<file path="config.mk">
export PLATFORM = sky130hd
export DESIGN_NAME = task2a_fsm
export DESIGN_NICKNAME = d
export VERILOG_FILES = /design/src/rtl/task2a_fsm.sv
export SDC_FILE = /design/constraint.sdc
export NUM_CORES = 1
export LEC_CHECK = 0
export CELL_PAD_IN_SITES_DETAIL_PLACEMENT = 0
export CELL_PAD_IN_SITES_GLOBAL_PLACEMENT = 2
export CORE_MARGIN = 3
export CORE_UTILIZATION = 29
export DETAILED_ROUTE_END_ITERATION = 16
export GPL_TIMING_DRIVEN = 0
export PLACE_DENSITY_LB_ADDON = 0.1
export SYNTH_ARGS = -nofsm -noshare
export SYNTH_HDL_FRONTEND = slang
export SYNTH_SLANG_ARGS = --single-unit
</file>
<file path="constraint.sdc">
create_clock -name clock -period 3.8 [get_ports clock]
set_clock_uncertainty 0.05 [all_clocks]
set_input_delay 0.38 -clock clock [delete_from_list [all_inputs] [get_ports clock]]
set_output_delay 0.38 -clock clock [all_outputs]
set_load 0.1 [all_outputs]
</file>
<file path="src/rtl/task2a_fsm.sv">
// RC4 key-scheduling (KSA) swap-loop controller driving an external 256x8 S memory.
// The memory is synchronous: address/wren/data are sampled on the rising edge and
// q reflects mem[address] after that edge, so each read holds the address for two
// edges before the data is captured.
//
// state  | meaning
// IDLE   | waiting for start
// RD_I   | present address i to memory
// WT_I   | memory read latency for S[i]
// CAP_I  | capture S[i], update j
// RD_J   | present address j to memory
// WT_J   | memory read latency for S[j]
// CAP_J  | capture S[j]
// WR_I   | write S[j] to address i
// WR_J   | write S[i] to address j
// INC    | advance i or finish the pass
// DONE   | one-cycle finish pulse
module task2a_fsm (
  input  logic        clock,
  input  logic        reset_n,
  input  logic        start,
  input  logic [23:0] secret_key,
  input  logic [7:0]  q,
  output logic        finish,
  output logic        wren,
  output logic [7:0]  address,
  output logic [7:0]  data
);

  localparam logic [3:0] IDLE  = 4'd0;
  localparam logic [3:0] RD_I  = 4'd1;
  localparam logic [3:0] WT_I  = 4'd2;
  localparam logic [3:0] CAP_I = 4'd3;
  localparam logic [3:0] RD_J  = 4'd4;
  localparam logic [3:0] WT_J  = 4'd5;
  localparam logic [3:0] CAP_J = 4'd6;
  localparam logic [3:0] WR_I  = 4'd7;
  localparam logic [3:0] WR_J  = 4'd8;
  localparam logic [3:0] INC   = 4'd9;
  localparam logic [3:0] DONE  = 4'd10;

  logic [3:0] state_q, state_d;
  logic [7:0] i_q, i_d;
  logic [7:0] j_q, j_d;
  logic [7:0] si_q, si_d;
  logic [7:0] sj_q, sj_d;
  logic [7:0] data_q, data_d;
  // Tracks i mod 3 alongside i so no modulo hardware is needed.
  logic [1:0] kidx_q, kidx_d;
  logic [7:0] key_byte;

  // Key byte for the current i: byte0 is the most significant byte.
  always_comb begin
    case (kidx_q)
      2'd0:    key_byte = secret_key[23:16];
      2'd1:    key_byte = secret_key[15:8];
      default: key_byte = secret_key[7:0];
    endcase
  end

  // Next-state and datapath update; all sums wrap at 8 bits.
  always_comb begin
    state_d = state_q;
    i_d     = i_q;
    j_d     = j_q;
    si_d    = si_q;
    sj_d    = sj_q;
    data_d  = data_q;
    kidx_d  = kidx_q;
    case (state_q)
      IDLE: begin
        if (start) begin
          i_d     = 8'd0;
          j_d     = 8'd0;
          kidx_d  = 2'd0;
          state_d = RD_I;
        end
      end
      RD_I:  state_d = WT_I;
      WT_I:  state_d = CAP_I;
      CAP_I: begin
        si_d    = q;
        j_d     = j_q + q + key_byte;
        state_d = RD_J;
      end
      RD_J:  state_d = WT_J;
      WT_J:  state_d = CAP_J;
      CAP_J: begin
        sj_d    = q;
        // data is registered so it is already S[j] while in WR_I.
        data_d  = q;
        state_d = WR_I;
      end
      WR_I: begin
        data_d  = si_q;
        state_d = WR_J;
      end
      WR_J:  state_d = INC;
      INC: begin
        if (i_q == 8'hFF) begin
          state_d = DONE;
        end else begin
          i_d     = i_q + 8'd1;
          kidx_d  = (kidx_q == 2'd2) ? 2'd0 : kidx_q + 2'd1;
          state_d = RD_I;
        end
      end
      DONE:    state_d = IDLE;
      default: state_d = IDLE;
    endcase
  end

  // State and datapath registers with synchronous active-low reset.
  always_ff @(posedge clock) begin
    if (!reset_n) begin
      state_q <= IDLE;
      i_q     <= 8'd0;
      j_q     <= 8'd0;
      si_q    <= 8'd0;
      sj_q    <= 8'd0;
      data_q  <= 8'd0;
      kidx_q  <= 2'd0;
    end else begin
      state_q <= state_d;
      i_q     <= i_d;
      j_q     <= j_d;
      si_q    <= si_d;
      sj_q    <= sj_d;
      data_q  <= data_d;
      kidx_q  <= kidx_d;
    end
  end

  // Moore outputs decoded from the registered state.
  always_comb begin
    address = i_q;
    case (state_q)
      RD_J, WT_J, CAP_J, WR_J: address = j_q;
      default:                 address = i_q;
    endcase
    wren   = (state_q == WR_I) || (state_q == WR_J);
    finish = (state_q == DONE);
    data   = data_q;
  end

endmodule

</file>
======== Yosys cells after proc, flatten, opt, wreduce, memory -nomap -nowiden ========
Index checks and enable logic that the tools add are counted.
Widths: inputs -> output; s select.
cells by class
  add/sub/neg operators ................... 4
  equal/unequal tests ..................... 15
  mux-type cells .......................... 14
  reduce and logical (&&, ||, !) cells .... 9
operators by type and width
  cell                 number
  $pmux 8 s2           4
  $pmux 4 s10          1
  $mux 8               3
  $add 8x8->8          2
  $eq 4x3->1 const B   4
  $eq 4x4->1 const B   3
  $add 8x1->8 const B  1
  $eq 4x2->1 const B   2
  $eq 8x8->1 const B   1
  $mux 4               2
  $mux 2               3
  $reduce_bool 2->1    3
  $eq 4x1->1 const B   1
  $logic_not 4->1      1
  $ne 2x2->1 const B   2
  $pmux 2 s2           1
  $reduce_or 4->1      1
  $reduce_and 3->1     1
  $add 2x1->2 const B  1
  $eq 2x1->1 const B   1
  $eq 2x2->1 const B   1
  $logic_not 2->1      1
  $reduce_and 2->1     1
  $logic_or 1x1->1     1
word-level totals
  bits in registers ....................... 38
  logic and storage cells ................. 48

======== Logic depth before layout (Yosys ltp) ========
  depth in word-level cells ............... 4
  mapped depth ............................ 13
  gate-level depth less buffers ........... 11

======== Worst setup path after synthesis ========
Ideal clock, no wire load.
  path type ............................... register to output
  start point ............................. register state_q[0]
  end point ............................... output port finish
  arrival time ............................ 3.610 ns
  required time ........................... 3.370 ns
  path slack .............................. -0.240 ns
  stages on the path, launching flop included .. 4
  buffers on the path ..................... 2
  cell sequence ........................... dfxtp_1 buf_6 clkbuf_1 nor4bb_1
on the way
  cells in the longest elaborated chain, start to end .. 1
RTL lines
  item                    line  source
  start, declared         42    logic [3:0] state_q, state_d;
  start signal, assigned  124   state_q <= state_d;
  $eq 4x4->1              142   finish = (state_q == DONE);
  end, declared           24    output logic finish,
No other way between the ends.

======== Worst setup path in the final report ========
  start point ............................. register kidx_q[0]
  end point ............................... register j_q[7]
on the way
  cells in the longest elaborated chain, start to end .. 4
RTL lines
  item                                           line  source
  start, declared                                49    logic [1:0] kidx_q, kidx_d;
  start signal, assigned                         130   kidx_q <= kidx_d;
  $eq 2x1->1 or $logic_not 2->1 (tied branches)  54    case (kidx_q)
  $pmux 8 s2 (*)                                 54
  $add 8x8->8 (*)                                83    j_d = j_q + q + key_byte;
  $pmux 8 s2 (*)                                 70    case (state_q)
  end signal, assigned                           126   j_q <= j_d;
  end, declared                                  44    logic [7:0] j_q, j_d;
Mark *: on every way between the ends. The rest lies on a longest branch, timed or not.
A chain may end at the register's enable or synchronous reset.

==> impl_results.md <==
* First-pass GRT wire length at ~10000 um
* Average cell area after synthesis at about 8.6 um2
* Clk buf depth at 2
* Flop pwr share at 45.4%
* LEAKAGE at about 1.1 nW
* Non-filler cells, final at between 400 and 500
* R2R cell count at 12
* Critical Path AT at between 3000 and 4000 ps
* Initial antenna violation count at 0
* Endpoint with the worst hold slack: si_q[6]
* Total grt overflow at 0
* Post-CTS sizing at 0
* Synth Register Bits at 38
* Hold path depth at 2
* Clk slew on worst S/H paths at approximately 80 ps
* Overall die width at around 95 um
* Buf/Inv on CP at 2
* Inserted Clock Buffers at 5
* Commonest non-fill, non-tap cell in the layout: clkdlybuf4s50_1
* Power Total at 902 uW
* Vias in the first global route at around 2000
* CP delay by family, top: adder cells
* Most used cell, CP: fa_1
* WP data required at roughly 4000 ps
* Yosys cell types at 42
* Final net count at ~380
* Top_reg_cell synth: dfxtp_1
* Status: finished, final reports clean
* RSZ-0062 raised after global routing: false
* Clock latency on the worst-skew pair at between 200 and 300 ps
* Hold Path Origin: si_q[6]
* Gr usage total at 14.7%
* Asr flop ratio synth at 0%
* Post-layout util at ~41%
* HP Class: reg2reg
* Area growth from synthesis to layout at 32.4%
* P_int at between 600 and 700 uW
* Min cycle time layout at ~3300 ps
* Synth warn at 0
* Syn_nets at ~320
* Ant. Diodes at 0
* Pwr Density at ~300 nW/um2
* Clock root cell: clkbuf_8
* Sw Ratio at around 28%
* Crit. End Element: flip-flop
* Crit-path cells: clkbuf_1 -> mux2i_1 -> o21ai_0 -> fa_1 -> ha_1 -> inv_1 -> fa_1 -> nor2b_1 -> o31ai_1 -> a21oi_1 -> or4_1 -> nand3_1
* Highest clock rate at between 0.2 and 0.3 GHz
* Max Slew Vio Count at 0
* Switching pwr at around 250 uW
* TritonCTS clock tree: yes
* Most frequent cells in the layout: clkdlybuf4s50_1 (52), dfxtp_1 (38), nand2_1 (34)
* Register area at ~760 um2
* Critical path startpoint category: flip-flop
* DRC Markers at 0
* Post-DP HPWL at between 4000 and 5000 um
* Layout cells sized above 1 at approximately 7.6%
* Total number of vias at 2000
* Reg2reg start: kidx_q[0]
* Crit path kind: reg2reg
* H-tree depth at 2
* Worst slew margin at between 30 and 40%
* Via density at roughly 4.7
* IO Count at 53
* Buffer count from post-CTS setup fixing at 0
* Fill count at 778
* Placed cells at 419
* Setup TNS at 0 ps
* Synth Instances at ~270
* IO Port Bufs at 52
* Initial Util at 30.8%
* Core footprint at 7450 um2
* Multi-input gate area at roughly 1400 um2
* MaxCap Viol Count at 0
* Routed WL per cell at 14.5 um
* Worst Tran Pin Value at approximately 980 ps
* Drt pass-1 iters at 4
* Final worst-path cycle share at between 80 and 90%
* R2r endpoint: j_q[7]
* Hold buffers post-CTS at 0
* Final ANT Viol Nets at 0
* Final setup vio count at 0
* Clock power share at between 30% and 40%
* Largest net degree at the start of global routing at 12
* Final hold vios at 0
* Mapped Area at ~2300 um2
* GPL Wtd Cong at 0.758
* Crit path max fanout at 10
* CP max-delay cell: clkbuf_1
* Worst stage delay on the critical path at between 400 and 500 ps
* EDFF count, synth at 0
* Die Span Y at around 95 um
* Routed WL at ~6200 um
* Worst VDD drop at ~0.00011 V
* Number of core rows at 31
* Sequential area share after synthesis at 33.2%
* DRT iter0 DRCs at 36
* Sink Count at 38
* R2R setup slack at 460 ps
* Comb power frac at 22.2%
* Die area at approximately 9000 um2
-- stage by stage --
step                      instance area (um2)  hold WS (ps)  worst slack [ps]
after CTS                                3030           408               385
after floorplan                          2300           386               399
after global routing                     3030           418               117
after detailed placement                 2940           397               405
after global placement                   2940           393               477
final                                    3030           406               464
-- worst min-delay path, delay by kind of cell, from the launching register on --
family | cells | cell delay [ps]
flip-flops | 1 | 310
AO/OA/AOI/OAI | 1 | 50
AND/OR/NAND/NOR | 1 | 50
-- state kept, by name, indices dropped and copies added, names as in the netlist --
register,cells
data,8
j_q,8
si_q,8
state_q,4
kidx_q,2
i_q,8
-- power groups by stage --
stage               sequential, mW  clock, mW  combinational, mW
floorplan                    0.423          0              0.123
global placement             0.419          0              0.202
CTS                          0.410      0.304              0.204
global route                 0.411      0.317              0.225
finish                       0.410      0.293              0.200
detailed placement           0.419          0              0.202
-- Yosys cell counts, types with 8 or more instances --
| cell type | instances | area (um2) |
|---|---|---|
| mux2i_1 | 15 | 150 |
| dfxtp_1 | 38 | 761 |
| a211oi_1 | 10 | 75.1 |
| inv_1 | 8 | 30.0 |
| a21oi_1 | 23 | 115 |
| nor2_1 | 30 | 113 |
| o21ai_0 | 14 | 70.1 |
| fa_1 | 8 | 160 |
| clkbuf_1 | 11 | 41.3 |
| nand2_1 | 34 | 128 |
| nand3_1 | 8 | 40.0 |
| xnor2_1 | 8 | 70.1 |
-- how the worst max path moves through the flow --
stage | startpoint | end | slack [ps] | cells past startpoint
finish | kidx_q[0] | j_q[7] | 460 | 12
global route | kidx_q[0] | j_q[7] | 120 | 12
global placement | kidx_q[0] | j_q[7] | 480 | 12
floorplan | state_q[0] | address[6] | 400 | 4
detailed placement | kidx_q[0] | j_q[7] | 410 | 12
CTS | kidx_q[0] | j_q[7] | 390 | 12
-- metal layers --
layer | GRT usage (%) | wire, um | part of all wire (%) | up-vias
met1 | 19.4 | 2950 | 47 | 915
met4 | 3.61 | 57 | 0.92 | 0
met5 | 0 | 0 | 0 | -
met2 | 25.1 | 3050 | 49 | 27
li1 | - | - | - | 1053
met3 | 2.39 | 148 | 2.4 | 5
-- kinds of logic after synthesis --
| family | count (synthesis) | synth area share (%) |
|---|---|---|
| buffers and inverters | 24 | 5.29 |
| adder cells (fa/ha/maj) | 15 | 10.8 |
| multiplexers | 22 | 9.99 |
| flip-flops | 38 | 33.2 |
| AO/OA/AOI/OAI | 63 | 17.0 |
| XOR/XNOR | 11 | 4.20 |
| AND/OR/NAND/NOR | 95 | 19.5 |
-- cell type report --
| class | instances | share of cell area, % |
|---|---|---|
| Buffer | 16 | 3.01 |
| Clock buffer | 7 | 2.85 |
| Clock inverter | 1 | 0.165 |
| Inverter | 8 | 0.990 |
| Multi-Input combinational cell | 206 | 46.7 |
| Sequential cell | 38 | 25.1 |
| Tap cell | 99 | 4.08 |
| Timing Repair Buffer | 52 | 17.2 |
Power figures use the tool's default switching activity.
